<file path="src/rtl/toggle_rx.sv">
// toggle_rx: receiver for a toggle-encoded (T-flip-flop) event line.
// Each level change on toggle_in is synchronized, detected as a one-cycle
// event_pulse, and accumulated in a saturating pending-event counter that
// the consumer drains with event_ack. Losing an event sets a sticky overflow.
// Optional feature: define TOGGLE_RX_TOTAL_COUNT_EN to add an 8-bit wrapping
// total_count output that counts every detected toggle.
module toggle_rx #(
    parameter int SYNC_STAGES = 2,
    parameter int CNT_W       = 4
) (
    input  logic             clock,
    input  logic             reset_n,
    input  logic             toggle_in,
    input  logic             event_ack,
    output logic             event_pulse,
    output logic             event_valid,
    output logic [CNT_W-1:0] pending,
    output logic             overflow
`ifdef TOGGLE_RX_TOTAL_COUNT_EN
    ,
    output logic [7:0]       total_count
`endif
);

    localparam logic [CNT_W-1:0] PENDING_FULL = '1;

    logic [SYNC_STAGES-1:0] sync_chain;
    logic                   sync_q;
    logic                   prev_q;
    logic                   detect;
    logic                   accept;
    logic [CNT_W-1:0]       pending_next;
    logic                   overflow_next;

    assign sync_q      = sync_chain[SYNC_STAGES-1];
    assign detect      = sync_q ^ prev_q;
    assign event_valid = (pending != '0);
    assign accept      = event_ack & event_valid;

    // Synchronizer chain; reset level 0 matches the transmitter TFF reset level
    always_ff @(posedge clock or negedge reset_n) begin
        if (!reset_n) begin
            sync_chain <= '0;
        end else begin
            sync_chain <= {sync_chain[SYNC_STAGES-2:0], toggle_in};
        end
    end

    // Edge-detect history and registered event strobe
    always_ff @(posedge clock or negedge reset_n) begin
        if (!reset_n) begin
            prev_q      <= 1'b0;
            event_pulse <= 1'b0;
        end else begin
            prev_q      <= sync_q;
            event_pulse <= detect;
        end
    end

    // Saturating pending-counter update and overflow detection
    always_comb begin
        pending_next  = pending;
        overflow_next = overflow;
        if (detect && !accept) begin
            if (pending == PENDING_FULL) begin
                overflow_next = 1'b1;
            end else begin
                pending_next = pending + 1'b1;
            end
        end else if (accept && !detect) begin
            pending_next = pending - 1'b1;
        end
    end

    // Pending counter and sticky overflow registers
    always_ff @(posedge clock or negedge reset_n) begin
        if (!reset_n) begin
            pending  <= '0;
            overflow <= 1'b0;
        end else begin
            pending  <= pending_next;
            overflow <= overflow_next;
        end
    end

`ifdef TOGGLE_RX_TOTAL_COUNT_EN
    // Free-running count of every detected toggle, wraps at 256
    always_ff @(posedge clock or negedge reset_n) begin
        if (!reset_n) begin
            total_count <= '0;
        end else if (detect) begin
            total_count <= total_count + 8'd1;
        end
    end
`endif

endmodule

</file>
<file path="config.mk">
export PLATFORM = sky130hd
export DESIGN_NAME = toggle_rx
export DESIGN_NICKNAME = d
export VERILOG_FILES = /design/src/rtl/toggle_rx.sv
export SDC_FILE = /design/constraint.sdc
export NUM_CORES = 1
export LEC_CHECK = 0
export ABC_AREA = 1
export CORE_AREA = 3 3 40 42
export DETAILED_ROUTE_END_ITERATION = 8
export DIE_AREA = 0 0 43 45
export PLACE_DENSITY_LB_ADDON = 0.15
export SYNTH_ARGS = -nofsm -noshare
export SYNTH_HDL_FRONTEND = slang
export SYNTH_SLANG_ARGS = --single-unit
</file>
<file path="constraint.sdc">
create_clock -name clock -period 1.6 [get_ports clock]
set_input_delay 0.32 -clock clock [delete_from_list [all_inputs] [get_ports clock]]
set_output_delay 0.32 -clock clock [all_outputs]
set_load 0.05 [all_outputs]
</file>
==> flow_summary.yaml <==
status:
  status: "finished, violations left"
  violations: "negative setup slack"
worst_setup_path:
  cp-start-kind: "flop"
  critPathKind: "flop to flop"
  ff2ff_path_depth: 13
  critPathTopFamily: "simple AND/OR/NAND/NOR gates"
  slowest_delay_ns: 0.49
  cp.arrival_ns: 1.85
  cp_cell_sequence: "nor2_4 -> nand2_4 -> nand2_4 -> nand2_4 -> ha_4 -> nand2_1 -> nor2_2 -> nor2_2 -> inv_1 -> nand2_2 -> nand3_2 -> nand2_1 -> nand2_1"
  r2r-end: "pending[3]"
  end_kind: "flop"
  timing.rr.start: "pending[0]"
  crit_path_start: "pending[0]"
  critPathMaxFanout: 3
  cp_slowest_cell: "dfrtp_4"
  endpoint: "pending[3]"
  crit_buf_inv: 1
  critical_path_cell_count: 13
  r2r_setup_slack_ns: -0.09
  required_ns: 1.76
global_route:
  overflow: 0
  grt_pass1_vias: 452
  grt_usage_pct: 14.8
  grt_pass1_wl_mm: 1.97
  grt_max_degree: 10
  antenna_found_initial: 0
clock_tree:
  clock-sinks: 9
  path_clk_slew_ns: 0.07
  cts_tree: "done"
  cts-buffers-inserted: 3
  cts_setup_buffers: 0
  hold_buffers: 0
  h-tree-depth: 1
  cts_max_path_buffers: 2
  root_buffer: "clkbuf_4"
  clock_latency_ns: 0.27
yosys:
  synth_fp_nets: 56
  synth_cells: 49
  yosysSeqAreaShare_pct: 48.1
  syn_area_per_cell_um2: 9.55
  ys_seq_elements: 9
  ys_types: 17
  yosysWarnings: 0
  syn-cell-area_um2: 468
final_layout:
  drive_above_1_share_pct: 58.1
  nNetsFinal: 82
  post-route-util_pct: 64.9
  synthToLayoutAreaGrowth_pct: 78.3
  n_antenna_cell: 0
  fin_cells: 89
  multi_input_area_um2: 310
  regArea_um2: 233
  fillers: 103
pwr:
  leakagePower_nw: 0.393
  vdd_drop_max_uv: 1270
  powerDensity_mw_per_mm2: 2220
job:
  cap_violations: 0
floorplan:
  fp.dieW_um: 43
  rows: 13
  die_h_um: 45
  core_mm2: 0.00128
  io_pins: 11
  start_util_pct: 36.4
  fp.dieArea_mm2: 0.00194
sta:
  rsz0062_at_grt: "yes"
  period_share_pct: 105
  timing.hold.ws_ns: 0.347
  tns_ns: -0.172
  clock_skew_ns: 0.00893
  drv_slew: 0
  hold_viol_final: 0
  setup_viol: 3
  tightest_slew_ns: 0.412
  layout_min_cycle_time_ns: 1.69
  setup_slack_ns: -0.0861
  fmax_ghz: 0.593
  max-slew-margin-rel_pct: 72.5
worst_hold_path:
  hold_class: "input port to asynchronous set/reset pin"
detailed_routing:
  ant_nets: 0
  drt_iter0_drc: 9
  wl_mm: 1.11
  drtPass1Iterations: 4
  wl_per_cell_um: 12.5
  vias: 420
  drc: 0
  post_drt_via_cell_ratio: 4.72
placement:
  port_buffers: 10
  dp_hpwl_um: 741
  dp.cells: 85
  dpl_worst_slack_ns: -0.248
  gp_congestion: 0.822
-- power by group --
group          total [mW]  switching (mW)  internal, mW
Clock               0.180          0.0840        0.0962
Combinational        1.30           0.705         0.596
Sequential          0.375          0.0589         0.316
Total                1.86           0.848          1.01
-- area by class of cell --
| type | instances | share of cell area, % |
|---|---|---|
| Timing Repair Buffer | 21 | 27.3 |
| Tap cell | 15 | 2.25 |
| Multi-Input combinational cell | 35 | 37.2 |
| Clock buffer | 4 | 3.15 |
| Inverter | 5 | 2.25 |
| Sequential cell | 9 | 27.9 |
-- per-layer routing --
metal | vias to the layer above | track usage, % | share of wire (%)
met5 | - | 0 | 0
met4 | 0 | 15.7 | 4.0
met3 | 5 | 3.59 | 4.7
met2 | 15 | 20.7 | 46
met1 | 191 | 17.9 | 45
li1 | 209 | - | -
-- state kept, by name (all words and copies together), names as in the netlist --
register / flops
overflow: 1
event_pulse: 1
prev_q: 1
sync_chain: 2
pending: 4
-- how the worst min path moves through the flow --
stage,start,end,slack [ns],cells after the start
2_1_floorplan,reset_n,event_pulse,0.02,0
3_3_place_gp,sync_chain[0],sync_chain[1],0.33,0
3_5_place_dp,sync_chain[0],sync_chain[1],0.33,0
4_1_cts,reset_n,pending[0],0.35,1
5_1_grt,reset_n,pending[0],0.35,1
6_report,reset_n,pending[0],0.35,1
-- placed cells by master, fill, tap and decap left out, types with 3 or more instances in the layout --
cell,count
dfrtp_2,3
inv_1,5
buf_4,13
nand3_2,3
clkdlybuf4s50_1,3
nand2_4,4
nand2_1,8
dfrtp_1,5
clkbuf_4,3
nor2_4,3
buf_12,5
-- worst reg2reg max path: stages, from the launching register on --
cell	delay (ns)
dfrtp_4	0.49
nor2_4	0.10
nand2_4	0.07
nand2_4	0.08
nand2_4	0.06
ha_4	0.22
nand2_1	0.07
nor2_2	0.04
nor2_2	0.12
inv_1	0.06
nand2_2	0.08
nand3_2	0.08
nand2_1	0.06
nand2_1	0.05
-- per-stage QoR --
| stage | power (mW) | area (um2) |
|---|---|---|
| after global routing | 1.98 | 835 |
| after floorplan | 1.05 | 531 |
| after global placement | 1.55 | 777 |
| final | 1.86 | 835 |
| after CTS | 1.77 | 808 |
| after detailed placement | 1.56 | 777 |
-- kinds of logic (layout without fill, tap and decap cells) --
kind of cell / count (synthesis) / after routing / share of synthesized area, %
AO/OA/AOI/OAI: 2 / 2 / 2.67
AND/OR/NAND/NOR: 27 / 27 / 29.9
adder cells (fa/ha/maj): 3 / 3 / 9.62
buffers and inverters: 5 / 30 / 4.01
flip-flops: 9 / 9 / 48.1
XOR/XNOR: 3 / 3 / 5.62
-- synthesized netlist by cell type --
cell type	n	area, um2
xnor2_1	2	17.5
nand3_1	4	20.0
nor2_4	1	11.3
fa_1	1	20.0
nor2_1	5	18.8
nand3_2	1	10.0
nand2_2	2	12.5
ha_1	2	25.0
inv_1	5	18.8
o21bai_1	1	7.51
a21oi_1	1	5.00
nand4_1	2	12.5
dfrtp_1	9	225
nor2_2	1	6.26
nand2_4	1	11.3
xor2_1	1	8.76
nand2_1	10	37.5
-- repair_timing --
action | 4_1_cts | 5_1_grt
cloned | 0 | 0
pin swaps | 2 | 1
resized for setup | 2 | 6
endpoints found under the hold margin | 0 | 0
endpoints found under the setup margin | 2 | 3
(Power assumes the default switching activity.)
